==> src/rtl/uart_byte_tx_if.sv <==
// Byte handshake and serial-line bundle between the byte splitter and the UART transmitter.
interface uart_byte_tx_if;
  logic [7:0] data_in;
  logic       data_valid;
  logic       tx;
  logic       busy;
  logic       tx_done;
  logic       overrun;

  modport master (
    output data_in, data_valid,
    input  tx, busy, tx_done, overrun
  );

  modport slave (
    input  data_in, data_valid,
    output tx, busy, tx_done, overrun
  );
endinterface

==> src/rtl/uart_byte_tx.sv <==
// 8N1/8N2 UART byte transmitter with a one-byte holding register for gapless back-to-back frames.
//   state   | meaning
//   S_IDLE  | line high, waiting for a byte strobe
//   S_START | start bit (line low) for one bit period
//   S_DATA  | eight data bits, LSB first
//   S_STOP  | STOP_BITS stop bits (line high); last cycle chains or returns to idle
module uart_byte_tx #(
  parameter int CLKS_PER_BIT = 434,
  parameter int STOP_BITS    = 1
) (
  input  logic           clk,
  input  logic           rst,
  uart_byte_tx_if.slave  bus
);

  localparam int             CW        = (CLKS_PER_BIT > 1) ? $clog2(CLKS_PER_BIT) : 1;
  localparam logic [CW-1:0]  CNT_LAST  = CW'(CLKS_PER_BIT - 1);
  localparam logic [2:0]     STOP_LAST = 3'(STOP_BITS - 1);

  typedef enum logic [1:0] {S_IDLE, S_START, S_DATA, S_STOP} state_t;

  state_t          r_state, w_state_nx;
  logic [CW-1:0]   r_cnt, w_cnt_nx;
  logic [2:0]      r_bit, w_bit_nx;
  logic [7:0]      r_shift, w_shift_nx;
  logic [7:0]      r_hold, w_hold_nx;
  logic            r_hold_full, w_hold_full_nx;
  logic            r_tx, w_tx_nx;
  logic            r_busy, w_busy_nx;
  logic            r_tx_done, w_tx_done_nx;
  logic            r_overrun, w_overrun_nx;
  logic            w_bit_end;

  always_comb begin
    w_state_nx     = r_state;
    w_cnt_nx       = r_cnt + 1'b1;
    w_bit_nx       = r_bit;
    w_shift_nx     = r_shift;
    w_hold_nx      = r_hold;
    w_hold_full_nx = r_hold_full;
    w_tx_done_nx   = 1'b0;
    w_overrun_nx   = r_overrun;
    w_bit_end      = (r_cnt == CNT_LAST);

    // Mid-frame strobes land in the holding register; the drain case below overrides this.
    if (r_state != S_IDLE && bus.data_valid) begin
      if (!r_hold_full) begin
        w_hold_nx      = bus.data_in;
        w_hold_full_nx = 1'b1;
      end else begin
        w_overrun_nx = 1'b1;
      end
    end

    case (r_state)
      S_IDLE: begin
        w_cnt_nx = '0;
        w_bit_nx = 3'd0;
        if (bus.data_valid) begin
          w_shift_nx = bus.data_in;
          w_state_nx = S_START;
        end
      end
      S_START: begin
        if (w_bit_end) begin
          w_cnt_nx   = '0;
          w_bit_nx   = 3'd0;
          w_state_nx = S_DATA;
        end
      end
      S_DATA: begin
        if (w_bit_end) begin
          w_cnt_nx = '0;
          if (r_bit == 3'd7) begin
            w_bit_nx   = 3'd0;
            w_state_nx = S_STOP;
          end else begin
            w_bit_nx   = r_bit + 3'd1;
            w_shift_nx = r_shift >> 1;
          end
        end
      end
      S_STOP: begin
        if (w_bit_end) begin
          w_cnt_nx = '0;
          if (r_bit == STOP_LAST) begin
            w_tx_done_nx = 1'b1;
            w_bit_nx     = 3'd0;
            if (r_hold_full) begin
              // Drain the held byte; a strobe in this same cycle refills the register.
              w_shift_nx     = r_hold;
              w_state_nx     = S_START;
              w_overrun_nx   = r_overrun;
              w_hold_full_nx = bus.data_valid;
              w_hold_nx      = bus.data_valid ? bus.data_in : r_hold;
            end else if (bus.data_valid) begin
              w_shift_nx     = bus.data_in;
              w_hold_full_nx = 1'b0;
              w_state_nx     = S_START;
            end else begin
              w_state_nx = S_IDLE;
            end
          end else begin
            w_bit_nx = r_bit + 3'd1;
          end
        end
      end
      default: w_state_nx = S_IDLE;
    endcase

    case (w_state_nx)
      S_START: w_tx_nx = 1'b0;
      S_DATA:  w_tx_nx = w_shift_nx[0];
      default: w_tx_nx = 1'b1;
    endcase
    w_busy_nx = (w_state_nx != S_IDLE);
  end

  always_ff @(posedge clk) begin
    if (rst) begin
      r_state     <= S_IDLE;
      r_cnt       <= '0;
      r_bit       <= 3'd0;
      r_shift     <= 8'd0;
      r_hold      <= 8'd0;
      r_hold_full <= 1'b0;
      r_tx        <= 1'b1;
      r_busy      <= 1'b0;
      r_tx_done   <= 1'b0;
      r_overrun   <= 1'b0;
    end else begin
      r_state     <= w_state_nx;
      r_cnt       <= w_cnt_nx;
      r_bit       <= w_bit_nx;
      r_shift     <= w_shift_nx;
      r_hold      <= w_hold_nx;
      r_hold_full <= w_hold_full_nx;
      r_tx        <= w_tx_nx;
      r_busy      <= w_busy_nx;
      r_tx_done   <= w_tx_done_nx;
      r_overrun   <= w_overrun_nx;
    end
  end

  assign bus.tx      = r_tx;
  assign bus.busy    = r_busy;
  assign bus.tx_done = r_tx_done;
  assign bus.overrun = r_overrun;

endmodule

==> src/flat_wrapper.sv <==
// flat-port wrapper written by rule: the top's interface ports become plain ports
module uart_byte_tx_flat 
#(
  parameter int CLKS_PER_BIT = 434,
  parameter int STOP_BITS    = 1
)
  (clk, rst, bus_data_in, bus_data_valid, bus_tx, bus_busy, bus_tx_done, bus_overrun);
  uart_byte_tx_if bus_i ();
  input  logic clk;
  input  logic rst;
  input wire logic [$bits(bus_i.data_in)-1:0] bus_data_in;
  input wire logic [$bits(bus_i.data_valid)-1:0] bus_data_valid;
  output wire logic [$bits(bus_i.tx)-1:0] bus_tx;
  output wire logic [$bits(bus_i.busy)-1:0] bus_busy;
  output wire logic [$bits(bus_i.tx_done)-1:0] bus_tx_done;
  output wire logic [$bits(bus_i.overrun)-1:0] bus_overrun;
  assign bus_i.data_in = bus_data_in;
  assign bus_i.data_valid = bus_data_valid;
  assign bus_tx = bus_i.tx;
  assign bus_busy = bus_i.busy;
  assign bus_tx_done = bus_i.tx_done;
  assign bus_overrun = bus_i.overrun;
  uart_byte_tx #(.CLKS_PER_BIT(CLKS_PER_BIT), .STOP_BITS(STOP_BITS)) u_core (.clk(clk), .rst(rst), .bus(bus_i));
endmodule
==> config.mk <==
export PLATFORM = sky130hd
export DESIGN_NAME = uart_byte_tx_flat
export DESIGN_NICKNAME = d
export VERILOG_FILES = /design/src/rtl/uart_byte_tx_if.sv /design/src/rtl/uart_byte_tx.sv /design/src/flat_wrapper.sv
export SDC_FILE = /design/constraint.sdc
export NUM_CORES = 1
export LEC_CHECK = 0
export ABC_AREA = 1
export CAP_MARGIN = 15
export CORE_ASPECT_RATIO = 1.4
export CORE_MARGIN = 4
export CORE_UTILIZATION = 50
export DETAILED_ROUTE_END_ITERATION = 7
export GPL_TIMING_DRIVEN = 0
export HOLD_SLACK_MARGIN = 0.06
export PLACE_DENSITY = 0.78
export SYNTH_ARGS = -nofsm -noshare
export SYNTH_HDL_FRONTEND = slang
export SYNTH_SLANG_ARGS = --single-unit
==> constraint.sdc <==
create_clock -name clk -period 3.3 [get_ports clk]
set_input_delay 0.66 -clock clk [delete_from_list [all_inputs] [get_ports clk]]
set_output_delay 0.66 -clock clk [all_outputs]
set_load 0.02 [all_outputs]
# After elaboration in Yosys (flattened, before gate mapping)
# Cells that the tools add are included.
# Widths: inputs -> output; s select.
# totals
regBits,35
elab_cells,84
input_bits,11
out_inout_bits,4
# classes
bitwise_logic,2
n_eq_ne,14
addsub,2
n_mux,45
n_reduce_logical,10
# op_table
op,count
$mux 8,13
$pmux 8 s3,1
$pmux 9 s2,1
$mux 3,5
$mux 1,14
$mux 2,7
$pmux 3 s4,1
$add 9x1->9 const B,1
$eq 9x9->1 const B,1
$mux 9,1
$ne 2x1->1 const B,4
$pmux 2 s4,1
$eq 2x2->1 const B,3
$reduce_or 3->1,2
$ne 5x5->1 const B,1
$reduce_and 5->1,1
$eq 2x1->1 const B,2
$ne 4x4->1 const B,1
$reduce_bool 2->1,2
$add 3x1->3 const B,1
$eq 3x3->1 const B,1
$logic_not 3->1,1
$reduce_and 3->1,1
$reduce_bool 3->1,1
5 further kinds,6

# Depth between registers and ports, before layout
# logic_depth
depth_word,8
depth_mapped,13
depth_no_buf,12

# Worst setup path before layout
# OpenSTA, ideal clock, no wires.
# synth_path
path_type,input port to flip-flop
startpoint,input port bus_data_valid
endpoint,register u_core.r_shift[3]
path_buffers,2
path_slack_ns,1.546
arrival_ns,1.640
setup_ns,0.115
path_stages,8
t_required_ns,3.185
path_cell_list,buf_2 -> inv_1 -> buf_2 -> o21ai_0 -> nor2_1 -> a21oi_1 -> o21ai_0 -> o21a_1
# synth_between
elab_chain_cells,5
# synth_rtl
item,line_no,rtl
start: declaration,flat_wrapper.sv:12,input wire logic [$bits(bus_i.data_valid)-1:0] bus_data_valid;
$mux 8 *,--,
$mux 8 (3 in a row),--,
$pmux 8 s3 *,--,
end signal: assignment,uart_byte_tx.sv:135,r_shift <= w_shift_nx;
end: declaration,uart_byte_tx.sv:25,"logic [7:0] r_shift, w_shift_nx;"
# Every way passes the cells marked *; elsewhere a longest branch is shown, timed or not. The select of a mux whose other input is x is not followed.
# A chain may end at the register's enable or synchronous reset.

# Worst setup path in the final report
# layout_path
startpoint,register u_core.r_bit[0]
endpoint,register u_core.r_hold[6]
# layout_between
elab_chain_cells,4
word_cells_on_any_way,5
cone_classes,eq/ne (1); mux (3); reduce/logical (1)
# layout_rtl
item,line_no,rtl
start: declaration,uart_byte_tx.sv:24,"logic [2:0] r_bit, w_bit_nx;"
start signal: assignment,uart_byte_tx.sv:134,r_bit <= w_bit_nx;
$logic_not 3->1 *,uart_byte_tx.sv:86,if (r_bit == STOP_LAST) begin
$mux 8,uart_byte_tx.sv:86,
$mux 8,uart_byte_tx.sv:84,if (w_bit_end) begin
$mux 8,uart_byte_tx.sv:55,case (r_state)
end signal: assignment,uart_byte_tx.sv:136,r_hold <= w_hold_nx;
end: declaration,uart_byte_tx.sv:26,"logic [7:0] r_hold, w_hold_nx;"
# Every way passes the cells marked *; elsewhere a longest branch is shown, timed or not.

==> flow_metrics.py <==
metrics = {
    "worst_hold_path": {
        "holdCritStartpoint": "u_core.bus.overrun",
        "hp-class": "reg2reg",
    },
    "timing": {
        "finalClockSkew_ns": 0.00698,
        "tightest_slew_ns": 0.525,
        "hold_viol": 0,
        "worst_slack_ns": 1.31,
        "period_share_pct": 60.2,
        "drv_slew": 0,
        "final.setup.tns_ns": 0,
        "slew_headroom_pct": 65.0,
        "setup-violations-final": 0,
        "rsz0062_at_grt": "false",
        "period_minus_slack_ns": 1.99,
        "fmax_ghz": 0.503,
    },
    "floorplanning": {
        "start_util_pct": 52.5,
        "die_x_um": 60.7,
        "io_pins": 15,
        "coreArea_mm2": 0.00371,
        "num_rows": 26,
        "die_height_um": 81.8,
        "dieArea_mm2": 0.00497,
    },
    "final_layout": {
        "area_delta_synth_final_pct": 13.9,
        "final_nets": 320,
        "multi_input_area_mm2": 0.00105,
        "final-seq-area_um2": 701,
        "diodes": 0,
        "drive_above_1_share_pct": 10.2,
        "n_fill_cell": 373,
    },
    "detailed_routing": {
        "first_pass_iters": 6,
        "totalWireLength_mm": 4.28,
        "wl_per_cell_um": 12.4,
        "drc": 0,
        "drt-vias-per-instance": 5.26,
        "drtIter0Drc": 79,
        "ant_nets": 0,
        "vias": 1820,
    },
    "critical_path": {
        "arrival_ns": 2.18,
        "crit_path_start_kind": "flip-flop",
        "cp.required_ns": 3.49,
        "ff2ff_path_depth": 12,
        "crit_end": "u_core.r_hold[6]",
        "crit_fanout": 10,
        "r2r_end": "u_core.r_hold[6]",
        "worstSetupEndpointType": "flip-flop",
        "reg2reg_setup_slack_ns": 1.31,
        "r2r_start": "u_core.r_bit[0]",
        "setup.worst_path.start": "u_core.r_bit[0]",
        "crit_type": "reg2reg",
    },
    "place": {
        "io_buffers": 13,
        "detailedPlace.worstSlack_ns": 1.31,
        "gp_congestion": 0.913,
        "post-dp-hpwl_mm": 3.17,
    },
    "run": {
        "maxCapViolCount": 0,
    },
    "synthesis": {
        "avgSynthCellArea_um2": 6.85,
        "synth_top_family_by_area": "simple AND/OR/NAND/NOR gates",
        "synthXorXnorAreaFrac_pct": 1.35,
        "synth_fa_ha_area_share_pct": 3.22,
        "seq_area_frac_synth_pct": 36.0,
        "synth-simple-area-share_pct": 34.5,
        "ys_ff_latch": 35,
        "synthFlopType": "dfxtp_1",
        "synthMuxAreaShare_pct": 1.03,
        "synth_edf_count": 0,
        "synth_fp_nets": 300,
        "netlist_area_mm2": 0.00195,
        "async_reset_ff_share_pct": 0,
        "syn-instance-count": 284,
        "ys_types": 32,
        "synth_compound_area_share_pct": 14.1,
        "yosysWarningCount": 0,
    },
    "clock_network": {
        "htree_levels": 2,
        "postCtsSetupBuffers": 0,
        "cts_hold_buf": 0,
        "clockBufferDepth": 2,
        "cts.sinks": 35,
        "cts_tree": "done",
        "cts_resized": 0,
        "cts_buffers": 5,
        "insertion_delay_ns": 0.29,
        "cts_root_buf": "clkbuf_8",
        "clkTransAtPathRegs_ns": 0.07,
    },
    "global_routing": {
        "grt-ovfl-total": 0,
        "grt_pass1_wl_mm": 7.45,
        "grtUsageTotal_pct": 20.0,
        "grt_max_degree": 11,
        "grt_pass1_vias": 1689,
        "antenna_found_initial": 0,
    },
    "status": {
        "status": "complete, no violations",
    },
    "power": {
        "total_power_uw": 937,
        "power_density_mw_per_mm2": 423,
        "leakagePower_uw": 0.000970,
        "peakVddDrop_mv": 0.335,
    },
}
## stage by stage
step	utilization, %	instance area [µm²]	hold slack [ns]	cells
after detailed placement	57.4	2130	0.455	339
final	59.8	2220	0.465	346
after CTS	59.8	2220	0.472	346
after global placement	57.4	2130	0.449	339
after global routing	59.8	2220	0.498	346
after floorplan	-	1950	0.444	284
## cell type report
| type | count | share of cell area [%] |
|---|---|---|
| Multi-Input combinational cell | 202 | 47.6 |
| Sequential cell | 35 | 31.6 |
| Tap cell | 42 | 2.37 |
| Buffer | 8 | 1.98 |
| Clock buffer | 6 | 3.73 |
| Inverter | 39 | 6.61 |
| Timing Repair Buffer | 13 | 5.87 |
| Clock inverter | 1 | 0.226 |
## layout by cell type, fill, tap and decap left out, drive strengths merged
cell type,n
a211oi,1
nand3,15
or2,2
xnor2,1
xor2,2
clkinv,1
ha,5
nor3,5
buf,6
clkbuf,8
o21ai,27
nor3b,1
o211ai,2
a31oi,1
a21oi,13
nand4,10
nor2,52
o221ai,1
clkdlybuf4s50,13
o21bai,2
dfxtp,35
o21a,3
and2,1
nand2,56
inv,39
mux2i,2
## state kept, by name (all words and copies together) (netlist names)
signal              count
u_core.r_cnt            9
u_core.r_hold           8
u_core.r_shift          8
u_core.r_bit            3
u_core.r_state          2
u_core.bus.busy         1
u_core.bus.overrun      1
u_core.bus.tx           1
u_core.bus.tx_done      1
u_core.r_hold_full      1
## cells in the mapped netlist (3+ instances only)
library cell	n	area share [%]
buf_2	5	1.3
nand2_1	49	9.5
nand2_4	3	1.7
nand2_2	4	1.3
o21ai_0	21	5.4
dfxtp_1	35	36
nor3_1	5	1.3
a21oi_1	13	3.3
ha_1	5	3.2
o21ai_1	6	1.5
nor2_1	49	9.5
nand3_1	14	3.6
inv_1	34	6.6
nand4_1	10	3.2
o21a_1	3	1.2
inv_2	5	0.96
## critical path, stage by stage, from the launching register on
cell     delay (ns)
dfxtp_1        0.32
inv_1          0.09
ha_1           0.15
inv_1          0.04
nor2_1         0.26
inv_1          0.20
nor2_8         0.16
nand2_4        0.09
nand2_4        0.08
nand3_4        0.12
buf_6          0.18
o21ai_1        0.13
nor2_1         0.06
## where the power goes
group | internal [µW] | switching (µW)
combinational | 61.9 | 93.9
sequential | 449 | 14.4
clock | 164 | 154
## worst min-delay path by stage
stage,endpoint,cells after the start
floorplan,u_core.r_cnt[0],1
global placement,u_core.bus.overrun,1
detailed placement,u_core.bus.overrun,1
CTS,u_core.bus.overrun,1
global route,u_core.bus.overrun,1
finish,u_core.bus.overrun,1
## layer usage
metal	part of all wire (%)	up-vias	wire length, µm	track usage [%]
met1	40	816	1710	21.6
met4	2.1	0	90	8.46
met5	0	-	0	0
li1	-	953	-	-
met3	4.1	9	175	4.25
met2	54	42	2300	36.3
## logic make-up after synthesis
| group | count (synthesis) |
|---|---|
| muxes | 2 |
| AOI/OAI and AO/OA | 50 |
| DFF | 35 |
| adders and majority gates | 5 |
| xor gates and xnor gates | 3 |
| buffers and inverters | 47 |
| and+or+nand+nor | 142 |
No activity file was read; power rests on OpenSTA's default activity.
